$ cat src/rtl/counter_ctrl_pkg.sv
// -----------------------------------------------------------------------------
// counter_ctrl_pkg
// Shared definitions for the counter burst sequencer: the FSM state encoding
// and the default widths of the cycle-count and burst-count fields.
// Ports: none (package).
// -----------------------------------------------------------------------------
package counter_ctrl_pkg;

  localparam int unsigned LEN_W_DEF = 8;
  localparam int unsigned REP_W_DEF = 4;

  typedef enum logic [2:0] {
    IDLE  = 3'd0,
    CLEAR = 3'd1,
    DELAY = 3'd2,
    RUN   = 3'd3,
    DONE  = 3'd4
  } state_e;

endpackage

$ cat src/rtl/load_down_counter.sv
// -----------------------------------------------------------------------------
// load_down_counter
// LEN_W-bit loadable down-counter with a zero flag. A load takes priority
// over counting; the count holds at zero instead of wrapping.
// Ports:
//   i_clk      rising-edge clock
//   i_rst_n    asynchronous active-low reset
//   i_load     load i_load_val this cycle
//   i_load_val value to load
//   o_zero     high while the count is zero
// -----------------------------------------------------------------------------
module load_down_counter
  import counter_ctrl_pkg::*;
#(
  parameter int LEN_W = LEN_W_DEF
) (
  input  logic             i_clk,
  input  logic             i_rst_n,
  input  logic             i_load,
  input  logic [LEN_W-1:0] i_load_val,
  output logic             o_zero
);

  localparam logic [LEN_W-1:0] ZERO_L = {LEN_W{1'b0}};
  localparam logic [LEN_W-1:0] ONE_L  = {{(LEN_W-1){1'b0}}, 1'b1};

  logic [LEN_W-1:0] r_count;

  // Count register: load, decrement toward zero, or hold at zero.
  always_ff @(posedge i_clk or negedge i_rst_n) begin
    if (!i_rst_n) begin
      r_count <= ZERO_L;
    end else if (i_load) begin
      r_count <= i_load_val;
    end else if (r_count != ZERO_L) begin
      r_count <= r_count - ONE_L;
    end else begin
      r_count <= r_count;
    end
  end

  assign o_zero = (r_count == ZERO_L);

endmodule

$ cat src/rtl/counter_burst_ctrl.sv
// -----------------------------------------------------------------------------
// counter_burst_ctrl
// Sequencer for a counter's enable/clear: on start it pulses clear, then runs
// (cfg_repeat+1) bursts of [cfg_delay idle cycles, cfg_len enable cycles],
// then pulses done. stop aborts any active sequence with an aborted pulse.
// Ports:
//   clk, reset_n          clock, asynchronous active-low reset
//   start, stop           start request (IDLE only), abort request
//   cfg_delay/len/repeat  sequence configuration, latched on start
//   cnt_enable, cnt_clear controls to the counter
//   busy, burst_idx       status: active flag, 0-based burst number
//   done, aborted         one-cycle completion / abort pulses
// -----------------------------------------------------------------------------
module counter_burst_ctrl
  import counter_ctrl_pkg::*;
#(
  parameter int LEN_W = LEN_W_DEF,
  parameter int REP_W = REP_W_DEF
) (
  input  logic             clk,
  input  logic             reset_n,
  input  logic             start,
  input  logic             stop,
  input  logic [LEN_W-1:0] cfg_delay,
  input  logic [LEN_W-1:0] cfg_len,
  input  logic [REP_W-1:0] cfg_repeat,
  output logic             cnt_enable,
  output logic             cnt_clear,
  output logic             busy,
  output logic [REP_W-1:0] burst_idx,
  output logic             done,
  output logic             aborted
);

  localparam logic [LEN_W-1:0] ZERO_L = {LEN_W{1'b0}};
  localparam logic [LEN_W-1:0] ONE_L  = {{(LEN_W-1){1'b0}}, 1'b1};
  localparam logic [REP_W-1:0] ZERO_R = {REP_W{1'b0}};
  localparam logic [REP_W-1:0] ONE_R  = {{(REP_W-1){1'b0}}, 1'b1};

  state_e           r_state;
  logic [LEN_W-1:0] r_delay;
  logic [LEN_W-1:0] r_len;
  logic [REP_W-1:0] r_repeat;
  logic [REP_W-1:0] r_burst_idx;
  logic             r_cnt_enable;
  logic             r_cnt_clear;
  logic             r_busy;
  logic             r_done;
  logic             r_aborted;

  state_e           w_state_nxt;
  logic [REP_W-1:0] w_idx_nxt;
  logic             w_latch;
  logic             w_abort;
  logic             w_burst_end;
  logic             w_load;
  logic [LEN_W-1:0] w_load_val;
  logic             w_zero;

  // One shared down-counter times whichever phase (DELAY or RUN) is active.
  load_down_counter #(.LEN_W(LEN_W)) u_phase_cnt (
    .i_clk      (clk),
    .i_rst_n    (reset_n),
    .i_load     (w_load),
    .i_load_val (w_load_val),
    .o_zero     (w_zero)
  );

  // Next-state, burst index and phase-counter load decisions.
  always_comb begin
    w_state_nxt = r_state;
    w_idx_nxt   = r_burst_idx;
    w_latch     = 1'b0;
    w_abort     = 1'b0;
    w_burst_end = 1'b0;
    w_load      = 1'b0;
    w_load_val  = ZERO_L;

    if ((r_state != IDLE) && stop) begin
      w_state_nxt = IDLE;
      w_idx_nxt   = ZERO_R;
      w_abort     = 1'b1;
    end else begin
      case (r_state)
        IDLE: begin
          // stop beats start; with nothing running there is no abort pulse
          if (start && !stop) begin
            w_latch     = 1'b1;
            w_state_nxt = CLEAR;
          end else begin
            w_state_nxt = IDLE;
          end
        end
        CLEAR: begin
          if (r_delay != ZERO_L) begin
            w_state_nxt = DELAY;
            w_load      = 1'b1;
            w_load_val  = r_delay - ONE_L;
          end else if (r_len != ZERO_L) begin
            w_state_nxt = RUN;
            w_load      = 1'b1;
            w_load_val  = r_len - ONE_L;
          end else begin
            // zero delay and zero length: every burst is empty
            w_state_nxt = DONE;
          end
        end
        DELAY: begin
          if (!w_zero) begin
            w_state_nxt = DELAY;
          end else if (r_len != ZERO_L) begin
            w_state_nxt = RUN;
            w_load      = 1'b1;
            w_load_val  = r_len - ONE_L;
          end else begin
            w_burst_end = 1'b1;
          end
        end
        RUN: begin
          if (!w_zero) begin
            w_state_nxt = RUN;
          end else begin
            w_burst_end = 1'b1;
          end
        end
        DONE: begin
          w_state_nxt = IDLE;
          w_idx_nxt   = ZERO_R;
        end
        default: begin
          w_state_nxt = IDLE;
          w_idx_nxt   = ZERO_R;
        end
      endcase

      // A burst end reached with delay=0 always comes from RUN, so len>0
      // here and re-entering RUN cannot produce an empty burst loop.
      if (w_burst_end) begin
        if (r_burst_idx < r_repeat) begin
          w_idx_nxt = r_burst_idx + ONE_R;
          w_load    = 1'b1;
          if (r_delay != ZERO_L) begin
            w_state_nxt = DELAY;
            w_load_val  = r_delay - ONE_L;
          end else begin
            w_state_nxt = RUN;
            w_load_val  = r_len - ONE_L;
          end
        end else begin
          w_state_nxt = DONE;
        end
      end else begin
        w_idx_nxt = w_idx_nxt;
      end
    end
  end

  // State, latched config and outputs, all decoded from the next state so
  // each output is aligned with the state it describes.
  always_ff @(posedge clk or negedge reset_n) begin
    if (!reset_n) begin
      r_state      <= IDLE;
      r_delay      <= ZERO_L;
      r_len        <= ZERO_L;
      r_repeat     <= ZERO_R;
      r_burst_idx  <= ZERO_R;
      r_cnt_enable <= 1'b0;
      r_cnt_clear  <= 1'b0;
      r_busy       <= 1'b0;
      r_done       <= 1'b0;
      r_aborted    <= 1'b0;
    end else begin
      r_state     <= w_state_nxt;
      r_burst_idx <= w_idx_nxt;
      if (w_latch) begin
        r_delay  <= cfg_delay;
        r_len    <= cfg_len;
        r_repeat <= cfg_repeat;
      end else begin
        r_delay  <= r_delay;
        r_len    <= r_len;
        r_repeat <= r_repeat;
      end
      r_cnt_enable <= (w_state_nxt == RUN);
      r_cnt_clear  <= (w_state_nxt == CLEAR);
      r_busy       <= (w_state_nxt != IDLE);
      r_done       <= (w_state_nxt == DONE);
      r_aborted    <= w_abort;
    end
  end

  assign cnt_enable = r_cnt_enable;
  assign cnt_clear  = r_cnt_clear;
  assign busy       = r_busy;
  assign burst_idx  = r_burst_idx;
  assign done       = r_done;
  assign aborted    = r_aborted;

endmodule

$ cat config.mk
export PLATFORM = sky130hd
export DESIGN_NAME = counter_burst_ctrl
export DESIGN_NICKNAME = d
export VERILOG_FILES = /design/src/rtl/counter_ctrl_pkg.sv /design/src/rtl/load_down_counter.sv /design/src/rtl/counter_burst_ctrl.sv
export SDC_FILE = /design/constraint.sdc
export NUM_CORES = 1
export LEC_CHECK = 0
export CORE_MARGIN = 1.5
export CORE_UTILIZATION = 59
export DETAILED_ROUTE_END_ITERATION = 10
export PLACE_DENSITY = 0.9
export SKIP_LAST_GASP = 1
export SLEW_MARGIN = 20
export SYNTH_ARGS = -nofsm -noshare
export SYNTH_HDL_FRONTEND = slang
export SYNTH_SLANG_ARGS = --single-unit
export TNS_END_PERCENT = 100
$ cat constraint.sdc
create_clock -name clk -period 3.3 [get_ports clk]
set_clock_uncertainty 0.2 [all_clocks]
set_input_delay 0.495 -clock clk [delete_from_list [all_inputs] [get_ports clk]]
set_output_delay 0.495 -clock clk [all_outputs]
set_load 0.01 [all_outputs]
### Word level (Yosys, flattened, before mapping)

Index checks and enable logic that the tools add are counted.

* multiply operators: 0
* divide/modulo/power cells: 0
* mux-type cells: 41
* order comparisons: 1
* $add $sub $neg: 4
* reduce and logical (&&, ||, !) cells: 12
* equality and inequality tests: 6
* bitwise operators: 0
* shift-type cells: 0

Operators by type and width (number)
* $mux 8: 9
* $mux 3: 8
* $reduce_bool 8->1: 3
* $sub 8x1->8 const B: 3
* $mux 1: 16
* $mux 4: 4
* $pmux 8 s2: 1
* $pmux 3 s4: 1
* $eq 3x2->1 const B: 3
* $logic_not 8->1: 1
* $eq 3x1->1 const B: 2
* $reduce_bool 3->1: 2
* $add 4x1->4 const B: 1
* $lt 4x4->1: 1
* $pmux 1 s2: 2
* $reduce_or 4->1: 1
* $eq 3x3->1 const B: 1
* $logic_not 3->1: 1
* $logic_and 1x1->1: 2
* $reduce_bool 2->1: 1
* $logic_not 1->1: 1

* latch bits: 0
* memories: 0
* RAM bits: 0
* output and inout bits: 9
* bits in registers: 40
* memory bits (read-only): 0

### Longest topological paths before layout

* depth after elaboration: 8
* depth in mapped cells: 8
* depth with buffers taken out: 8

### Modules after synthesis

A second synthesis with hierarchy kept.

* cells, all modules: 273
* area, all modules: 2409.8 sq um

Modules (own cells, without submodules)
* counter_burst_ctrl: cells each 219, instances 1, area an instance 1933.1 sq um
* load_down_counter: cells each 54, instances 1, area an instance 476.7 sq um

### Least setup slack after synthesis

OpenSTA, ideal clock, no wires.

* path kind: reg-to-reg
* start point: reg r_burst_idx[2] (netlist: burst_idx[2])
* end point: reg u_phase_cnt.r_count[6]
* arrival: 1.994 ns
* period minus slack after synthesis: 2.268 ns
* data required time: 3.026 ns
* path buffers: 0
* setup time: 0.074 ns
* setup slack: 1.032 ns
* stages on the path, launching flop included: 8
* cell sequence: dfrtp_1 ha_1 or2_2 a21oi_1 o211ai_4 a211o_1 o22a_1 o21ai_2

* longest elaborated chain between the ends: 5
* elaborated cells between the ends (all ways): 9

RTL lines
* from (decl): RTL line counter_burst_ctrl.sv:44 `logic [REP_W-1:0] r_burst_idx;`
* from (signal assigned): RTL line counter_burst_ctrl.sv:174 `r_burst_idx <= w_idx_nxt;`
* $lt 4x4->1 *: RTL line counter_burst_ctrl.sv:139 `if (r_burst_idx < r_repeat) begin`
* $mux 8 / $mux 1 (equally long branches): RTL line counter_burst_ctrl.sv:139
* $mux 8 / $mux 1 (equally long branches): RTL line counter_burst_ctrl.sv:138 `if (w_burst_end) begin`
* $mux 8 / $mux 1 (equally long branches): RTL line counter_burst_ctrl.sv:79 `if ((r_state != IDLE) && stop) begin`
* $mux 8 / $reduce_bool 2->1 (equally long branches)
* to (signal assigned): RTL line load_down_counter.sv:34 `r_count <= i_load_val;`
* to (signal assigned): RTL line load_down_counter.sv:36 `r_count <= r_count - ONE_L;`
* to (signal assigned): RTL line load_down_counter.sv:38 `r_count <= r_count;`
* to (decl): RTL line load_down_counter.sv:27 `logic [LEN_W-1:0] r_count;`

Every way passes the cells marked *; elsewhere a longest branch is shown, timed or not.
A chain may end at the register's enable or synchronous reset.

### Final worst setup path

* start point: reg u_phase_cnt.r_count[0]
* end point: reg u_phase_cnt.r_count[7]

* longest elaborated chain between the ends: 7
* elaborated cells between the ends (all ways): 20

RTL lines
* $logic_not 8->1: RTL line load_down_counter.sv:42 `assign o_zero = (r_count == ZERO_L);`
* $mux 8, or another cell as far along: RTL line counter_burst_ctrl.sv:109 `if (!w_zero) begin`
* $pmux 8 s2 / $pmux 1 s2 (equally long branches): RTL line counter_burst_ctrl.sv:84 `case (r_state)`
* $mux 8, or another cell as far along: RTL line counter_burst_ctrl.sv:139
* $mux 8 / $mux 1 (equally long branches): RTL line counter_burst_ctrl.sv:138
* $mux 8 / $mux 1 (equally long branches): RTL line counter_burst_ctrl.sv:79
* $mux 8 / $reduce_bool 2->1 (equally long branches)

Several ways; a longest one is shown, not always the timed one. The select of a mux whose other input is x is not followed.

==> impl_metrics.tcl <==
set metrics [dict create \
    clkLatencyLatePin_ps 300 \
    fmax_mhz 400 \
    syn_area_per_cell_um2 10.1 \
    cts_setup_buffers 0 \
    max-cap-violations 0 \
    yosysUniqueCellTypes 48 \
    synth_top_flop_cell "dfrtp_1" \
    grt.total_usage_pct 24.9 \
    final_area_um2 2800 \
    htreeDepth 2 \
    firstDrtPassIters 5 \
    dieHeight_um 66.0 \
    final_antenna_net_count 0 \
    gr-total-overflow 0 \
    hold_buffers 0 \
    synth_edf_count 0 \
    dieArea_um2 4360 \
    grt_pass1_wl_um 8090 \
    dr.first_iter.drc_count 168 \
    remaining_drc_errors 0 \
    slew-limit-headroom_pct 41.9 \
    design.core.area_um2 3740 \
    die_x_um 66.0 \
    cts_buffer_depth 2 \
    end_kind "flip-flop" \
    async_reset_ff_share_pct 100 \
    row_count 22 \
    ys_seq_area_share_pct 42.7 \
    worstHoldPathType "in -> async" \
    cp_data_required_time_ps 3320 \
    vdd_drop_max_mv 0.534 \
    final_nets 302 \
    initial_core_util_pct 62.6 \
    rsz0062_at_grt "no" \
    synth.most_common_cell "dfrtp_1" \
    clock_sinks 40 \
    finalSetupViolCount 0 \
    dp_hpwl_um 3650 \
    power_mw 2.32 \
    finalHoldViolCount 0 \
    grt_pass1_vias 1704 \
    reg2reg_depth 8 \
    grt_max_degree 41 \
    leakage_nw 1.16 \
    min_period_ps 2500 \
    post_cts_resized 0 \
    outcome "finished clean" \
    r2r-end "u_phase_cnt.r_count[7]$_DFFE_PN0P_" \
    path_max_fanout 9 \
    slew_violations 0 \
    cts.clk_slew.worst_paths_ps 80 \
    root_buffer "clkbuf_8" \
    vias 1855 \
    ioPinCount 33 \
    worst_pin_slew_ps 871 \
    post-route-period-util_pct 75.8 \
    place.gp.congestion 0.888 \
    crit_arrival_ps 2520 \
    synth_area_leaders "dfrtp_1 43%, mux2_2 6.3%, ha_1 5.3%" \
    synth_cells 232 \
    ys.warnings.count 0 \
    dpl_cell_area_um2 2710 \
    ys_ff_latch 40 \
    antenna_found_initial 0 \
    synth_top_area_share_pct 42.7 \
    worstSetupStartpointType "flip-flop" \
    rrSetupSlack_ps 800 \
    synthesis.area_um2 2340 \
    cts_tree "done" \
    postRouteWirelength_um 4850 \
    powerDensity_nw_per_um2 826 \
    wl_per_cell_um 15.3 \
    yosysTopAreaCell "dfrtp_1" \
    r2r-start "u_phase_cnt.r_count[0]$_DFFE_PN0P_" \
    diodes 0 \
    viasPerCell 5.85 \
    timing.setup.tns_ps 0 \
    synth_commonest_cells "40 x dfrtp_1, 23 x nand2_1, 15 x nor2_1, 13 x inv_1, 13 x mux2_2" \
    fill_cells 246 \
    drive_gt1_share_pct 14.1 \
    cts_buffers 5 \
    critPathKind "reg -> reg" \
    io_buffer_count 32 \
    syn-num-nets 266 \
    areaGrowthSynthToFinish_pct 19.7 \
]
-- stage by stage --
| stage | setup slack, ps | hold WS (ps) | utilization (%) | instances |
|---|---|---|---|---|
| floorplan | 1030 | -0.591 | - | 232 |
| global placement | 877 | 295 | 72.5 | 309 |
| detailed placement | 871 | 300 | 72.5 | 309 |
| CTS | 844 | 143 | 74.9 | 317 |
| global route | 650 | 182 | 74.9 | 317 |
| finish | 800 | 106 | 74.9 | 317 |
-- critical path, cell delays in order (launching register included) --
cell,delay (ps)
dfrtp_1,420
inv_1,110
ha_1,200
nor3b_1,400
and4b_4,340
o211ai_4,140
a21oi_2,350
a22oi_1,130
o22ai_1,140
-- worst max path at each step --
stage                                          to                          startpoint  slack, ps
3_3_place_gp               r_delay[3]$_DFFE_PN0P_                                stop        880
5_1_grt        u_phase_cnt.r_count[3]$_DFFE_PN0P_  u_phase_cnt.r_count[0]$_DFFE_PN0P_        650
3_5_place_dp   u_phase_cnt.r_count[1]$_DFFE_PN0P_  u_phase_cnt.r_count[0]$_DFFE_PN0P_        870
6_report       u_phase_cnt.r_count[7]$_DFFE_PN0P_  u_phase_cnt.r_count[0]$_DFFE_PN0P_        800
2_1_floorplan  u_phase_cnt.r_count[6]$_DFFE_PN0P_              burst_idx[2]$_DFF_PN0_       1030
4_1_cts        u_phase_cnt.r_count[1]$_DFFE_PN0P_  u_phase_cnt.r_count[0]$_DFFE_PN0P_        840
-- cells in the final DEF, fill, tap and decap left out, types with 2 or more instances in the layout --
master            n
a21o_1            2
a21oi_1          11
a21oi_2           2
a31oi_1           4
buf_4             3
clkbuf_1          2
clkbuf_8          6
clkdlybuf4s50_1  31
dfrtp_1          40
ha_1             10
inv_1            13
mux2_2           13
mux2i_1           3
nand2_1          23
nand2b_1          3
nand3_1           7
nor2_1           15
nor2b_1           3
nor3_1           10
nor3b_1           4
nor4_1            2
nor4_4            2
o211ai_1          7
o21ai_0          11
o21ai_1           2
or3_1             2
xnor2_1           9
xor2_1            7
-- per-layer routing --
metal	global-route usage (%)	up-vias	wire length, um	part of all wire [%]
met2	39.6	69	2330	48
met3	6.47	7	256	5.3
met5	0	-	0	0
met4	8.67	0	76	1.6
li1	-	898	-	-
met1	33.1	881	2180	45
-- where the power goes --
group	internal, mW	leakage, nW	switching (mW)
clock network	0.171	0.0455	0.169
registers	0.686	0.499	0.237
logic	0.503	0.612	0.550
-- registers in the layout, summed over array words and instances, names as in the netlist, 3 cells and up --
name                 cells
r_state                  3
burst_idx                4
r_len                    8
r_repeat                 4
u_phase_cnt.r_count      8
r_delay                  8
-- cell type report --
cell class                      instances  area, um^2  share of cell area (%)
Sequential cell                        40        1000                    35.7
Clock buffer                            8        90.1                    3.21
Tap cell                               48        60.1                    2.14
Inverter                               13        48.8                    1.74
Timing Repair Buffer                   35         338                    12.0
Multi-Input combinational cell        173        1270                    45.2
-- cell families (layout without fill, tap and decap cells) --
| family | Yosys count | count (layout) | synth area share (%) |
|---|---|---|---|
| flops | 40 | 40 | 42.7 |
| fa+ha+maj | 10 | 10 | 5.34 |
| xor+xnor | 16 | 16 | 5.98 |
| simple gates | 79 | 79 | 18.8 |
| buf+inv | 19 | 56 | 3.21 |
| compound gates | 52 | 52 | 16.4 |
| mux | 16 | 16 | 7.53 |
Note: power is estimated with default switching activity, not from simulation.
==> RTL change: new RTL, same settings <==
Set the package constant `REP_W_DEF` to 3 (it was 4).
--- a/src/rtl/counter_ctrl_pkg.sv
+++ b/src/rtl/counter_ctrl_pkg.sv
@@ -9,3 +9,3 @@
   localparam int unsigned LEN_W_DEF = 8;
-  localparam int unsigned REP_W_DEF = 4;
+  localparam int unsigned REP_W_DEF = 3;
 
Interface: changed (resized burst_idx and cfg_repeat); port bits go from 33 to 31. No check against the original RTL was run, so the function may have changed too.
==> RTL change against the original RTL <==
Area after synthesis down 6.9%; design area down 7.7%; synthesized cell count up 8.2%; power down 4.0%; non-clock buffer count down 2; setup slack worse by 170 ps; sequential power down 7.2%; wire length down 2.8%; sequential cell count down 2; critical endpoint is now u_phase_cnt.r_count[6].
==> RTL change: results (changes against the original RTL) <==
metric;value;unit;change
crit_fanout;10;;was 9
final.fill_count;259;;was 246
crit_arrival;2630;ps;was 2520 ps
synth_fa_ha_area_share;5.166;%;was 5.342%
synth_xor_area_share;6.429;%;was 5.983%
multiInputGateArea;1126;um2;was 1266 um2
routedWlPerCell;14.36;um;was 15.29 um
crit_family;simple AND/OR/NAND/NOR gates;;was compound AO/OA/AOI/OAI gates
slowest_delay;590;ps;was 420 ps
syn_avg_cell_area;8.684;um2;was 10.10 um2
wl_met3;194;um;was 256 um
crit_slowest_cell;or4_4;;was dfrtp_1
io_buffers;30;;was 32
drive_gt1_share;5.674;%;was 14.13%
grt_max_degree;39;;was 41
worstReg2RegStart;u_phase_cnt.r_count[4];;was u_phase_cnt.r_count[0]
dp.cells;321;;was 309
status;completed;;unchanged
p_int;0.001273;W;was 0.001359 W
ff2ff_path_depth;6;;was 8
power_frac_seq;38.5;%;was 39.8%
synth_area_leaders;dfrtp_1, nand2_1, ha_1, xnor2_1, nor2_1;;was dfrtp_1, mux2_2, ha_1, nand2_1, xnor2_1
inv_count;16;;was 13
grt_pass1_wl;8328;um;was 8093 um
synth_cell_types;43;;was 48
-- RTL change: cell count changes after synthesis, moves of 4 or more --
cell / unedited run / this run
nor2_1: 15 / 22
clkbuf_1: 2 / 6
nand3_1: 7 / 2
nand2_1: 23 / 58
mux2_2: 13 / 1
o211ai_1: 7 / 2
-- RTL change: how the worst max path moves through the flow --
| stage | end | slack [ps] | cells after the start | start |
|---|---|---|---|---|
| finish | u_phase_cnt.r_count[6] | 630 | 6 | u_phase_cnt.r_count[4] |
| floorplan | u_phase_cnt.r_count[6] | 860 | 7 | u_phase_cnt.r_count[4] |
| global route | busy | 470 | 6 | r_len[2] |
| CTS | u_phase_cnt.r_count[6] | 640 | 6 | u_phase_cnt.r_count[4] |
| detailed placement | u_phase_cnt.r_count[6] | 640 | 6 | u_phase_cnt.r_count[4] |
| global placement | u_phase_cnt.r_count[6] | 720 | 6 | u_phase_cnt.r_count[4] |
